### src/rtl/fill_dreg.sv
// One-deep valid/ready output register: loads when the consumer side is free,
// empties when drained without a new load, and holds everything under backpressure.
module fill_dreg #(
   parameter int W = 16
) (
   input  logic         clk_i,
   input  logic         rst_i,
   input  logic         load_i,
   input  logic [W-1:0] data_i,
   input  logic         ready_i,
   output logic         free_o,
   output logic         valid_o,
   output logic [W-1:0] data_o
);

   logic         valid_q, valid_d;
   logic [W-1:0] data_q, data_d;

   // Free when empty or when the current token leaves this cycle.
   assign free_o = !valid_q || ready_i;

   always_comb begin
      valid_d = valid_q;
      data_d  = data_q;
      if (load_i) begin
         valid_d = 1'b1;
         data_d  = data_i;
      end else if (ready_i) begin
         valid_d = 1'b0;
      end
   end

   always_ff @(posedge clk_i or posedge rst_i) begin
      if (rst_i) begin
         valid_q <= 1'b0;
         data_q  <= '0;
      end else begin
         valid_q <= valid_d;
         data_q  <= data_d;
      end
   end

   assign valid_o = valid_q;
   assign data_o  = data_q;

endmodule

### src/rtl/valve_fill.sv
// Re-densifies a valved stream: each condition token yields one output token,
// forwarding din on cond=1 and repeating the last forwarded value on cond=0.
module valve_fill #(
   parameter int             DIN   = 16,
   parameter logic [DIN-1:0] INIT  = '0,
   parameter int             CNT_W = 16
) (
   input  logic             clk,
   input  logic             rst,
   input  logic             cond_valid,
   input  logic             cond_data,
   output logic             cond_ready,
   input  logic             din_valid,
   input  logic [DIN-1:0]   din_data,
   output logic             din_ready,
   output logic             dout_valid,
   output logic [DIN-1:0]   dout_data,
   input  logic             dout_ready,
   output logic [CNT_W-1:0] fill_cnt
);

   localparam logic [CNT_W-1:0] CNT_MAX = '1;

   function automatic logic [CNT_W-1:0] sat_inc(input logic [CNT_W-1:0] v);
      return (v == CNT_MAX) ? v : v + 1'b1;
   endfunction

   logic             load;
   logic             go;
   logic [DIN-1:0]   next_data;
   logic [DIN-1:0]   hold_q, hold_d;
   logic [CNT_W-1:0] cnt_q, cnt_d;

   // A cond=1 token only moves together with its din token.
   assign go         = cond_valid && load && (!cond_data || din_valid);
   assign cond_ready = go;
   assign din_ready  = cond_valid && cond_data && load && din_valid;
   assign next_data  = cond_data ? din_data : hold_q;

   always_comb begin
      hold_d = hold_q;
      cnt_d  = cnt_q;
      if (go) begin
         if (cond_data) hold_d = din_data;
         else           cnt_d  = sat_inc(cnt_q);
      end
   end

   always_ff @(posedge clk or posedge rst) begin
      if (rst) begin
         hold_q <= INIT;
         cnt_q  <= '0;
      end else begin
         hold_q <= hold_d;
         cnt_q  <= cnt_d;
      end
   end

   fill_dreg #(.W(DIN)) u_dreg (
      .clk_i   (clk),
      .rst_i   (rst),
      .load_i  (go),
      .data_i  (next_data),
      .ready_i (dout_ready),
      .free_o  (load),
      .valid_o (dout_valid),
      .data_o  (dout_data)
   );

   assign fill_cnt = cnt_q;

endmodule
### config.mk
export PLATFORM = sky130hd
export DESIGN_NAME = valve_fill
export DESIGN_NICKNAME = d
export VERILOG_FILES = /design/src/rtl/fill_dreg.sv /design/src/rtl/valve_fill.sv
export SDC_FILE = /design/constraint.sdc
export NUM_CORES = 1
export LEC_CHECK = 0
export ABC_AREA = 1
export BUFFER_PORTS_ARGS = -buffer_cell sky130_fd_sc_hd__buf_2
export CAP_MARGIN = 40
export CORE_MARGIN = 1
export CORE_UTILIZATION = 45
export CTS_CLUSTER_SIZE = 14
export DETAILED_ROUTE_END_ITERATION = 6
export GPL_TIMING_DRIVEN = 0
export PLACE_DENSITY = 0.73
export SYNTH_ARGS = -nofsm -noshare
export SYNTH_HDL_FRONTEND = slang
export SYNTH_SLANG_ARGS = --single-unit
### constraint.sdc
create_clock -name clk -period 1.4 [get_ports clk]
set_input_delay 0 -clock clk [delete_from_list [all_inputs] [get_ports clk]]
set_output_delay 0 -clock clk [all_outputs]
set_load 0.1 [all_outputs]
# ---- Word level (Yosys, flattened, before mapping)
# Cells that the tools add are included.
dict set report totals {
  elab_cells 21
  input_bits 22
  register_bits 33
}
dict set report classes {
  eq_ne 1
  muxes 2
  reduce_logical 12
  n_addsub 1
  bitwise 2
}
# op count
set ops {}
lappend ops {{16-bit by 1-bit adder with 16-bit output, second input constant} 1}
lappend ops {{16-bit equality test, second input constant} 1}
lappend ops {{1-bit logical AND} 5}
lappend ops {{3-bit AND reduction} 1}
lappend ops {{1-bit zero test} 2}
lappend ops {{1-bit logical OR} 2}
lappend ops {{1-bit two-way mux} 2}
lappend ops {{1-bit NOT} 2}
lappend ops {{2-bit AND reduction} 1}
lappend ops {{2-bit nonzero test} 1}

# ---- Longest topological paths before layout
# Gate-level depths: netlist (run 1).
dict set report depth {
  ltp_word 5
  depth_mapped 10
  mapped_depth_nobuf 9
}

# ---- By module
# From an unflattened synthesis (run 1), not the netlist that was laid out.
dict set report unflattened {
  cells_unflattened 346
  hier_area_um2 2663.8
}
# mod n_inst cells_per_inst seq_area_each_um2 area_each_um2
set modules_own_cells {}
lappend modules_own_cells {valve_fill 1 273 800.8 1984.4}
lappend modules_own_cells {fill_dreg 1 73 425.4 679.4}

# ---- Worst setup path after synthesis (run 1)
# Ideal clock, no wire load.
dict set report synth_path {
  path_kind {register -> register}
  startpoint {register cnt_q[1] (netlist: fill_cnt[1])}
  endpoint {register cnt_q[10] (netlist: fill_cnt[10])}
  stages_incl_launch_ff 10
  n_path_buf 1
  setup_slack_ps -740
  period_less_slack_ps 2140
  t_required_ps 1280
  arrival_ps 2020
  path_cell_list {dfrtp_1 > ha_1 > inv_1 > nor2_4 > nand2_2 > nor2_2 > nor2_2 > buf_6 > nand3_1 > nand2_1}
}
dict set report synth_via {
  elab_chain_cells 3
}
# element line_no
set synth_rtl {}
lappend synth_rtl {{from (decl)} valve_fill.sv:32} ;# logic [CNT_W-1:0] cnt_q, cnt_d;
lappend synth_rtl {{from (signal assigned)} valve_fill.sv:55} ;# cnt_q <= cnt_d;
lappend synth_rtl {{parallel branches: the longest is 3 deep, another holds 16-bit by 1-bit adder with 16-bit output} n/a}
# Several ways; the timed one is not identified.
# A chain may end at the register's enable or synchronous reset.

# ---- Worst setup path in the final report (run 1)
dict set report layout_path {
  startpoint {register u_dreg.valid_q (netlist: u_dreg.valid_o)}
  endpoint {register cnt_q[8] (netlist: fill_cnt[8])}
}
dict set report layout_via {
  elab_chain_cells 5
}
# element line_no
set layout_rtl {}
lappend layout_rtl {{from (decl)} fill_dreg.sv:16} ;# logic valid_q, valid_d;
lappend layout_rtl {{from (signal assigned)} fill_dreg.sv:38} ;# valid_q <= valid_d;
lappend layout_rtl {{1-bit zero test} fill_dreg.sv:20} ;# assign free_o = !valid_q || ready_i;
lappend layout_rtl {{1-bit logical OR} fill_dreg.sv:20}
lappend layout_rtl {{1-bit logical AND (2 in a row)} valve_fill.sv:35} ;# assign go = cond_valid && load && (!cond_data || din_valid);
lappend layout_rtl {{3-bit AND reduction (no line)} n/a}
# No other way between the ends.

==> metrics.cfg, run 1 <==
[outcome]
status=complete, but fails checks
violations=setup timing

[floorplanning]
initial_core_util=0.466
ios=57
core-area_sq_um=3660
die_area_sq_um=4040
num_rows=22
die_h_microns=63.6
die_w_microns=63.6

[drt]
drcViolationCount=0
drt-vias-per-instance=4.86
drtPass1Iterations=4
num_vias=1827
drt_iter0_markers=126
ant_nets=0
routedWlPerCell_microns=12.5
wirelength_microns=4720

[clock_tree]
cts-htree-levels=2
path_clk_slew_ns=0.07
clock_path_buffers=2
cts_tree=built
clkLatencyLatePin_ns=0.29
clock-root-buffer=clkbuf_8
cts_inserted_buffers=5
cts.sinks=33

[cells_and_area]
final_layout_size_suffix_gt1_frac=0.421
num_antenna_cells=0
fillCellCount=246
seq_area_sq_um=877
multi_input_area_sq_um=901
syn2layout_area_growth_pct=62.2
nets=350
final_area_sq_um=2770

[sta]
fmax_mhz=647
fin_crit_sh=1.10
setup_viol=23
final_max_slew_viol_count=0
whs_ns=0.0998
rsz0062_at_grt=true
tightest_slew_ns=0.541
fin_ws_ns=-0.146
clock_skew_ns=0.00206
fin_crit_ns=1.55
hold_viol_final=0
slew_headroom=0.639

[yosys]
yosysWarnings=0
seq_area_frac_synth=0.484
synthArstFlopShare=1.00
synth_common_cells=nand2_1, dfrtp_1, nand3_1
synth_ff_type=dfrtp_1
synth_area_leaders=dfrtp_1, nand2_1, nand3_1, nor2_1, inv_1
synthMostInstantiatedCell=nand2_1
syn_inst=230
syn-num-nets=253
ys_ff_latch=33
yosysTopAreaCellShare=0.484
yosysUniqueCellTypes=17
yosysTopAreaCell=dfrtp_1
synth-edff-count=0
syn_area_sq_um=1710
avgSynthCellArea_sq_um=7.42

[worst_setup_path]
worstPathArrival_ns=1.73
cp.required_ns=1.58
crit_fanout=5
cp-start-kind=flop
critPathCaptureType=flop
critPathKind=flop to flop

[pwr]
peakVddDrop_uv=999
sw_frac_of_total=0.477
power_density_nw_per_um2=1430
p_int_w=0.00207
sequentialPowerShare=0.319
p_sw_w=0.00189
clkPwrFrac=0.239
leakagePower_nw=1.40
pwr-share-comb=0.441

[place]
dp_hpwl_microns=2810
portBuffers=56
dpl-instance-area_sq_um=2190
gp_congestion=0.894
dpl_worst_slack_ns=-0.281

[min_path]
hold_class=input pin to flop

[grt]
grt_pass1_vias=1685
overflow=0
grt_pass1_wl_microns=7460
grt_start_max_net_pins=23
antenna_found_initial=0
grt_usage=0.241

[run]
maxCapViolCount=0

[worst paths after layout]
path	slack (ns)	cells after the start	start	end
worst max register to register	-0.15	10	u_dreg.valid_o$_DFFE_PP0P_	fill_cnt[8]$_DFFE_PP0P_
worst min-delay path	0.1	4	cond_data	u_dreg.data_o[13]$_DFFE_PP0P_
worst max-delay path	-0.15	10	u_dreg.valid_o$_DFFE_PP0P_	fill_cnt[8]$_DFFE_PP0P_
worst min register to register	0.48	2	u_dreg.data_o[13]$_DFFE_PP0P_	u_dreg.data_o[13]$_DFFE_PP0P_
min in group asynchronous	0.29	3	rst	u_dreg.data_o[13]$_DFFE_PP0P_
max in group asynchronous	0.60	4	rst	fill_cnt[4]$_DFFE_PP0P_
[flip-flops by register name, indices dropped and copies added (netlist names)]
signal,flops
u_dreg.valid_o,1
fill_cnt,16
u_dreg.data_o,16
[layout by cell type, fill, tap and decap left out, drive strengths merged]
| cell | synthesis | final |
|---|---|---|
| nand2 | 117 | 117 |
| clkinvlp | 0 | 2 |
| dlygate4sd3 | 0 | 18 |
| xnor2 | 2 | 2 |
| nand4 | 3 | 3 |
| bufinv | 0 | 1 |
| dfrtp | 33 | 33 |
| nor2 | 24 | 24 |
| clkbuf | 0 | 6 |
| inv | 18 | 17 |
| buf | 5 | 77 |
| xor2 | 3 | 3 |
| nand3b | 1 | 1 |
| nand3 | 23 | 23 |
| ha | 1 | 1 |
[metrics by stage]
stage	std cells	power (W)	utilization	TNS [ns]
3_3_place_gp	334	0.00283	0.591	-1.57
6_report	376	0.00396	0.756	-1.91
2_1_floorplan	230	0.00259	-	-4.20
4_1_cts	364	0.00387	0.698	-1.77
3_5_place_dp	335	0.00287	0.598	-1.93
5_1_grt	376	0.00411	0.756	-3.98
[routing by layer]
layer | routed length [microns] | GRT usage
met5 | 0 | 0
met3 | 250 | 0.0525
met4 | 53 | 0.0881
met1 | 1950 | 0.286
met2 | 2470 | 0.422
[power by group through the flow]
| stage | clock (W) | sequential, W | combinational [W] |
|---|---|---|---|
| floorplan | 0 | 0.00228 | 0.000319 |
| global placement | 0 | 0.00126 | 0.00157 |
| detailed placement | 0 | 0.00126 | 0.00160 |
| CTS | 0.000954 | 0.00125 | 0.00167 |
| global route | 0.00100 | 0.00129 | 0.00183 |
| finish | 0.000947 | 0.00126 | 0.00175 |
[area by class of cell]
cell class	count	share of cell area
Timing Repair Buffer	90	0.239
Buffer	5	0.0262
Clock buffer	6	0.0298
Clock inverter	2	0.0136
Multi-Input combinational cell	174	0.325
Tap cell	48	0.0217
Inverter	18	0.0276
Sequential cell	33	0.317
[repair_timing]
action / CTS / global route
pin swaps: 2 / 6
setup endpoints to repair: 27 / 18
hold buffers: 18 / 0
setup buffers: 3 / 11
endpoints found under the hold margin: 28 / 0
cloned: 0 / 1
gates resized for setup: 12 / 32
[worst max-delay path, cell delays in order (launching register included)]
cell	delay, ns
dfrtp_4	0.49
nand2_4	0.07
nand2_4	0.05
nor2_4	0.12
buf_6	0.11
buf_6	0.10
clkinvlp_4	0.17
nor2_4	0.16
nand2_2	0.05
nand2_1	0.05
nand2_1	0.05
[cells by family after synthesis]
kind of cell / after synthesis / share of synthesized area
and+or+nand+nor: 168 / 0.418
DFF: 33 / 0.484
buffers and inverters: 23 / 0.0652
xor gates and xnor gates: 5 / 0.0257
adders and majority gates: 1 / 0.00733
Power figures use the tool's default switching activity.
==> run 2, diff against run 1 <==
--- a/config.mk
+++ b/config.mk
@@ -8,6 +8,7 @@
 export ABC_AREA = 1
 export BUFFER_PORTS_ARGS = -buffer_cell sky130_fd_sc_hd__buf_2
 export CAP_MARGIN = 40
+export CORE_ASPECT_RATIO = 0.9
 export CORE_MARGIN = 1
 export CORE_UTILIZATION = 45
 export CTS_CLUSTER_SIZE = 14
==> run 2 against run 1 <==
Compared with the run above:
- the flow still finishes with violations (setup timing)
- fmax rose by 2.5%
- setup slack gained 0.038 ns
- combinational power rose by 7%
- clock power decreased by 26%
- design area rose by 5.0%
- flip-flop and latch count is the same
==> metrics.cfg, run 2 (synthesis gave the netlist of run 1 again) <==
[grt]
grt_pass1_vias=1656
overflow=0
antenna_found_initial=0
grt_pass1_wl_microns=7490
grt_usage=0.251
grt_start_max_net_pins=22

[worst_setup_path]
critPathBufInv=3
ff2ff_path_depth=9
cp.required_ns=1.57
crit_fanout=6
cp_top_family=flip-flops
slowest_stage=dfrtp_4
cp-start-kind=flop
cpPeakStageDelay_ns=0.50
critPathCaptureType=flop
path_cells=nand2_4, nand2_4, nor2_4, buf_12, nand2_8, buf_8, buf_8, nand2_2, nand2_1
critPathKind=flop to flop
worstPathArrival_ns=1.68
cp_num_cells=9

[run]
maxCapViolCount=0

[floorplanning]
ios=57
initial_core_util=0.487
num_rows=20
die_h_microns=60.4
core-area_sq_um=3500
die_area_sq_um=4040
die_w_microns=66.9

[sta]
fin_crit_ns=1.51
clock_skew_ns=0.00259
slew_headroom=0.445
final_max_slew_viol_count=0
fin_crit_sh=1.08
rsz0062_at_grt=true
fin_tns_setup_ns=-1.71
setup_viol=32
fmax_mhz=663
fin_ws_ns=-0.108
tightest_slew_ns=0.831
hold_viol_final=0

[place]
gp_congestion=0.866
dpl_worst_slack_ns=-0.260
portBuffers=56
dp_hpwl_microns=2770

[drt]
num_vias=1923
routedWlPerCell_microns=14.9
drt_iter0_markers=133
drtPass1Iterations=4
drcViolationCount=0
drt-vias-per-instance=5.05
ant_nets=0
wirelength_microns=5670

[cells_and_area]
syn2layout_area_growth_pct=70.3
final_common_cell=nand2_1
nets=359
fillCellCount=204
num_antenna_cells=0
final_cell_mix=nand2_1, buf_2, nand2_2
final_layout_size_suffix_gt1_frac=0.510

[outcome]
status=complete, but fails checks
violations=setup timing

[min_path]
whs_path_depth=5
hold_class=input pin to flop

[clock_tree]
clkLatencyLatePin_ns=0.29
clock-root-buffer=clkbuf_8
clock_path_buffers=2
cts-htree-levels=2
cts.sinks=33
cts_tree=built
path_clk_slew_ns=0.07
cts_inserted_buffers=5

[pwr]
leakagePower_nw=1.44
peakVddDrop_uv=1290
power_density_nw_per_um2=1330

run 2: cell count changes in the layout (fill, tap and decap cells not counted), moves of 2 or more:
cell	previous run	this run
nand3_4	0	2
nand3_2	1	6
nand3_1	22	16
buf_4	8	16
nand2_2	11	28
nand2_1	100	82
clkinv_2	0	2
run 2: what timing repair did:
item                                    CTS  global route
pin swaps                                 8            30
hold buffers                             18             0
gates cloned                              1             2
buffers inserted                         12            11
endpoints found under the setup margin   27            29
gates resized for setup                  25            50
endpoints found under the hold margin    37             0
run 2: per-stage QoR:
step,instance area [sq um],std cells,hold slack (ns),power (W),util
finish,2910,381,0.147,0.00387,0.830
global route,2910,381,0.179,0.00401,0.830
CTS,2590,368,0.112,0.00367,0.740
detailed placement,2170,331,0.196,0.00285,0.620
global placement,2160,330,0.194,0.00284,0.616
floorplan,1820,230,0.104,0.00259,-
run 2: layout make-up:
| cell class | instances | area (sq um) | share of cell area |
|---|---|---|---|
| Multi-Input combinational cell | 175 | 1010 | 0.349 |
| Sequential cell | 33 | 877 | 0.302 |
| Timing Repair Buffer | 99 | 742 | 0.255 |
| Inverter | 18 | 78.8 | 0.0271 |
| Clock buffer | 6 | 72.6 | 0.0250 |
| Buffer | 4 | 57.6 | 0.0198 |
| Tap cell | 44 | 55.1 | 0.0189 |
| Clock inverter | 2 | 10.0 | 0.00344 |
run 2: worst register-to-register path, stage by stage, from the launching register on:
cell	delay, ns
dfrtp_4	0.50
nand2_4	0.09
nand2_4	0.05
nor2_4	0.14
buf_12	0.13
nand2_8	0.06
buf_8	0.15
buf_8	0.14
nand2_2	0.06
nand2_1	0.08
run 2: final timing paths:
check	startpoint	to	slack (ns)
hold / removal	cond_data	fill_cnt[15]$_DFFE_PP0P_	0.15
hold reg to reg	u_dreg.data_o[5]$_DFFE_PP0P_	u_dreg.data_o[5]$_DFFE_PP0P_	0.48
setup reg to reg	u_dreg.valid_o$_DFFE_PP0P_	u_dreg.data_o[0]$_DFFE_PP0P_	-0.11
max in group asynchronous	rst	fill_cnt[7]$_DFFE_PP0P_	0.37
setup / recovery	u_dreg.valid_o$_DFFE_PP0P_	u_dreg.data_o[0]$_DFFE_PP0P_	-0.11
min in group asynchronous	rst	u_dreg.data_o[14]$_DFFE_PP0P_	0.42
run 2: per-layer routing:
layer / GRT usage / routed length, microns
met5: 0 / 0
met4: 0.0942 / 162
met3: 0.0658 / 368
met2: 0.439 / 2920
met1: 0.300 / 2220
run 2: where the power goes:
| group | switching, W | internal [W] |
|---|---|---|
| registers | 0.000168 | 0.00112 |
| clock network | 0.000356 | 0.000344 |
| logic | 0.00144 | 0.000447 |
| total | 0.00196 | 0.00191 |
==> run 3, diff against run 2 <==
--- a/config.mk
+++ b/config.mk
@@ -10,11 +10,11 @@
 export CAP_MARGIN = 40
 export CORE_ASPECT_RATIO = 0.9
 export CORE_MARGIN = 1
-export CORE_UTILIZATION = 45
+export CORE_UTILIZATION = 54
 export CTS_CLUSTER_SIZE = 14
 export DETAILED_ROUTE_END_ITERATION = 6
 export GPL_TIMING_DRIVEN = 0
-export PLACE_DENSITY = 0.73
+export PLACE_DENSITY = 0.83
 export SYNTH_ARGS = -nofsm -noshare
 export SYNTH_HDL_FRONTEND = slang
 export SYNTH_SLANG_ARGS = --single-unit
==> constraint.sdc (replaced) <==
create_clock -name clk -period 1.8 [get_ports clk]
set_input_delay 0 -clock clk [delete_from_list [all_inputs] [get_ports clk]]
set_output_delay 0 -clock clk [all_outputs]
set_load 0.1 [all_outputs]
==> run 3 against run 2 <==
Compared with the run above:
- the flow now finishes without violations
- critical path type unchanged
- critical path depth grew 1
- clock-buffer cell count rose by 1
- wire length fell by 18%
- first-iteration DRC count decreased by 0.75%
- clock skew is 0.0086 ns higher
- fmax shrank 12%
- global-route usage grew 4.8 points
- core utilization is 0.24 points lower
- cell count is 6.8% lower
- sequential share of layout area increased by 5.4 points
- clock power down 32%
==> metrics.cfg, run 3 (synthesis gave the netlist of run 1 again) <==
[outcome]
status=completed

[grt]
grt_usage=0.299
grt_start_max_net_pins=21
grt_util_met1=0.377
met3_usage=0.0796
antenna_found_initial=0
top_usage_layer=met2
grtUsageMet2=0.481
grt_pass1_wl_microns=7410
overflow=0
grt_pass1_vias=1711

[sta]
fin_tns_setup_ns=0
tightest_slew_ns=0.610
hold_viol_final=0
rsz0062_at_grt=false
slew_headroom=0.593
setup_viol=0
fmax_mhz=584
final_max_slew_viol_count=0
fin_crit_sh=0.952
fin_crit_ns=1.71
clock_skew_ns=0.0112
whs_ns=0.0535

[worst_setup_path]
worstPathArrival_ns=1.95
crit_fanout=10
path_cells=ha_1, inv_1, nor2_4, nand2_2, nor2_2, nor2_4, buf_6, nand2_1, nand2_1, nand2_1
path_common_cell=nand2_1
reg2reg_from=fill_cnt[0]$_DFFE_PP0P_
cp.required_ns=2.03
critPathKind=flop to flop
slowest_stage=dfrtp_4
cp_top_family=simple AND/OR/NAND/NOR gates
critPathBufInv=2
critPathCaptureType=flop
critPathLaunch=fill_cnt[0]$_DFFE_PP0P_
cp-start-kind=flop
cpPeakStageDelay_ns=0.51

[floorplanning]
num_rows=18
die_h_microns=55.3
ios=57
die_area_sq_um=3390
initial_core_util=0.592
core-area_sq_um=2880
die_w_microns=61.3

[place]
gp_congestion=0.855
dpl-instance-area_sq_um=2090
portBuffers=56
dp_hpwl_microns=2980

[cells_and_area]
final_cell_mix=nand2_1, buf_2, nand3_1
final_area_sq_um=2380
num_antenna_cells=0
nets=337
post-route-util=0.827
final_layout_size_suffix_gt1_frac=0.308
final_common_cell=nand2_1
syn2layout_area_growth_pct=39.7
fillCellCount=185

[clock_tree]
path_clk_slew_ns=0.10
cts-htree-levels=2
clkLatencyLatePin_ns=0.35
clock_path_buffers=2
cts_inserted_buffers=5
cts_tree=built
clock-root-buffer=clkbuf_4
cts.sinks=33

[pwr]
leakagePower_nw=1.26
peakVddDrop_uv=1230
power_density_nw_per_um2=1140

[min_path]
hold_class=input pin to flop
min_from=cond_data

[drt]
num_vias=1766
ant_nets=0
drt_iter0_markers=132
routedWlPerCell_microns=13.1
wirelength_microns=4640
drtPass1Iterations=5
drt-vias-per-instance=4.97
drcViolationCount=0

[run]
maxCapViolCount=0

[run 3: changes by cell type in the layout (fill, tap and decap cells not counted), moves of 6 or more]
| cell | before | now |
|---|---|---|
| nor2_1 | 9 | 18 |
| nand2_2 | 28 | 2 |
| clkbuf_4 | 0 | 6 |
| nand3_1 | 16 | 22 |
| dfrtp_2 | 5 | 12 |
| nand2_1 | 82 | 114 |
| dfrtp_4 | 12 | 2 |
| buf_4 | 16 | 3 |
[run 3: worst paths after layout]
check	endpoint	slack, ns	cells past startpoint
worst max-delay path	fill_cnt[7]$_DFFE_PP0P_	0.09	10
worst min-delay path	fill_cnt[14]$_DFFE_PP0P_	0.05	5
worst max register to register	fill_cnt[7]$_DFFE_PP0P_	0.09	10
worst min register to register	u_dreg.data_o[14]$_DFFE_PP0P_	0.49	2
max in group asynchronous	fill_cnt[9]$_DFFE_PP0P_	1.00	4
min in group asynchronous	fill_cnt[0]$_DFFE_PP0P_	0.27	3
[run 3: stage by stage]
stage | setup slack (ns) | cells | total power (W)
final | 0.0871 | 355 | 0.00271
after global placement | 0.130 | 326 | 0.00216
after global routing | 0.000910 | 355 | 0.00282
after CTS | 0.0338 | 355 | 0.00269
after detailed placement | 0.0834 | 327 | 0.00219
after floorplan | 0.00722 | 230 | 0.00198
[run 3: layer usage]
| metal | routed length [microns] | up-vias |
|---|---|---|
| li1 | - | 875 |
| met1 | 1910 | 793 |
| met2 | 2310 | 86 |
| met3 | 321 | 12 |
| met4 | 102 | 0 |
| met5 | 0 | - |
[run 3: what timing repair did]
action                     in CTS  in global routing
hold endpoints to repair       30                  0
resized for setup               3                  5
setup endpoints to repair       1                  6
pin swaps                       1                  1
hold buffers                   18                  0
buffers inserted                2                  0
[run 3: area by class of cell]
type | count | area (sq um) | share of cell area
multi-input cells | 174 | 779 | 0.327
inverters | 18 | 70.1 | 0.0294
repair buffers | 77 | 520 | 0.218
flip-flops and latches | 33 | 848 | 0.356
plain buffers | 5 | 46.3 | 0.0194
well taps | 40 | 50.0 | 0.0210
clock buffers | 7 | 65.1 | 0.0273
clock inverters | 1 | 5.00 | 0.00210
[run 3: power by group]
group	switching (W)	internal (W)
Combinational	0.00105	0.000223
Sequential	0.0000946	0.000863
Clock	0.000250	0.000226
[run 3: tightest hold or removal path, delay by kind of cell]
| kind | cells | cell delay (ns) |
|---|---|---|
| buffers and inverters | 1 | 0.15 |
| AND/OR/NAND/NOR | 4 | 0.21 |
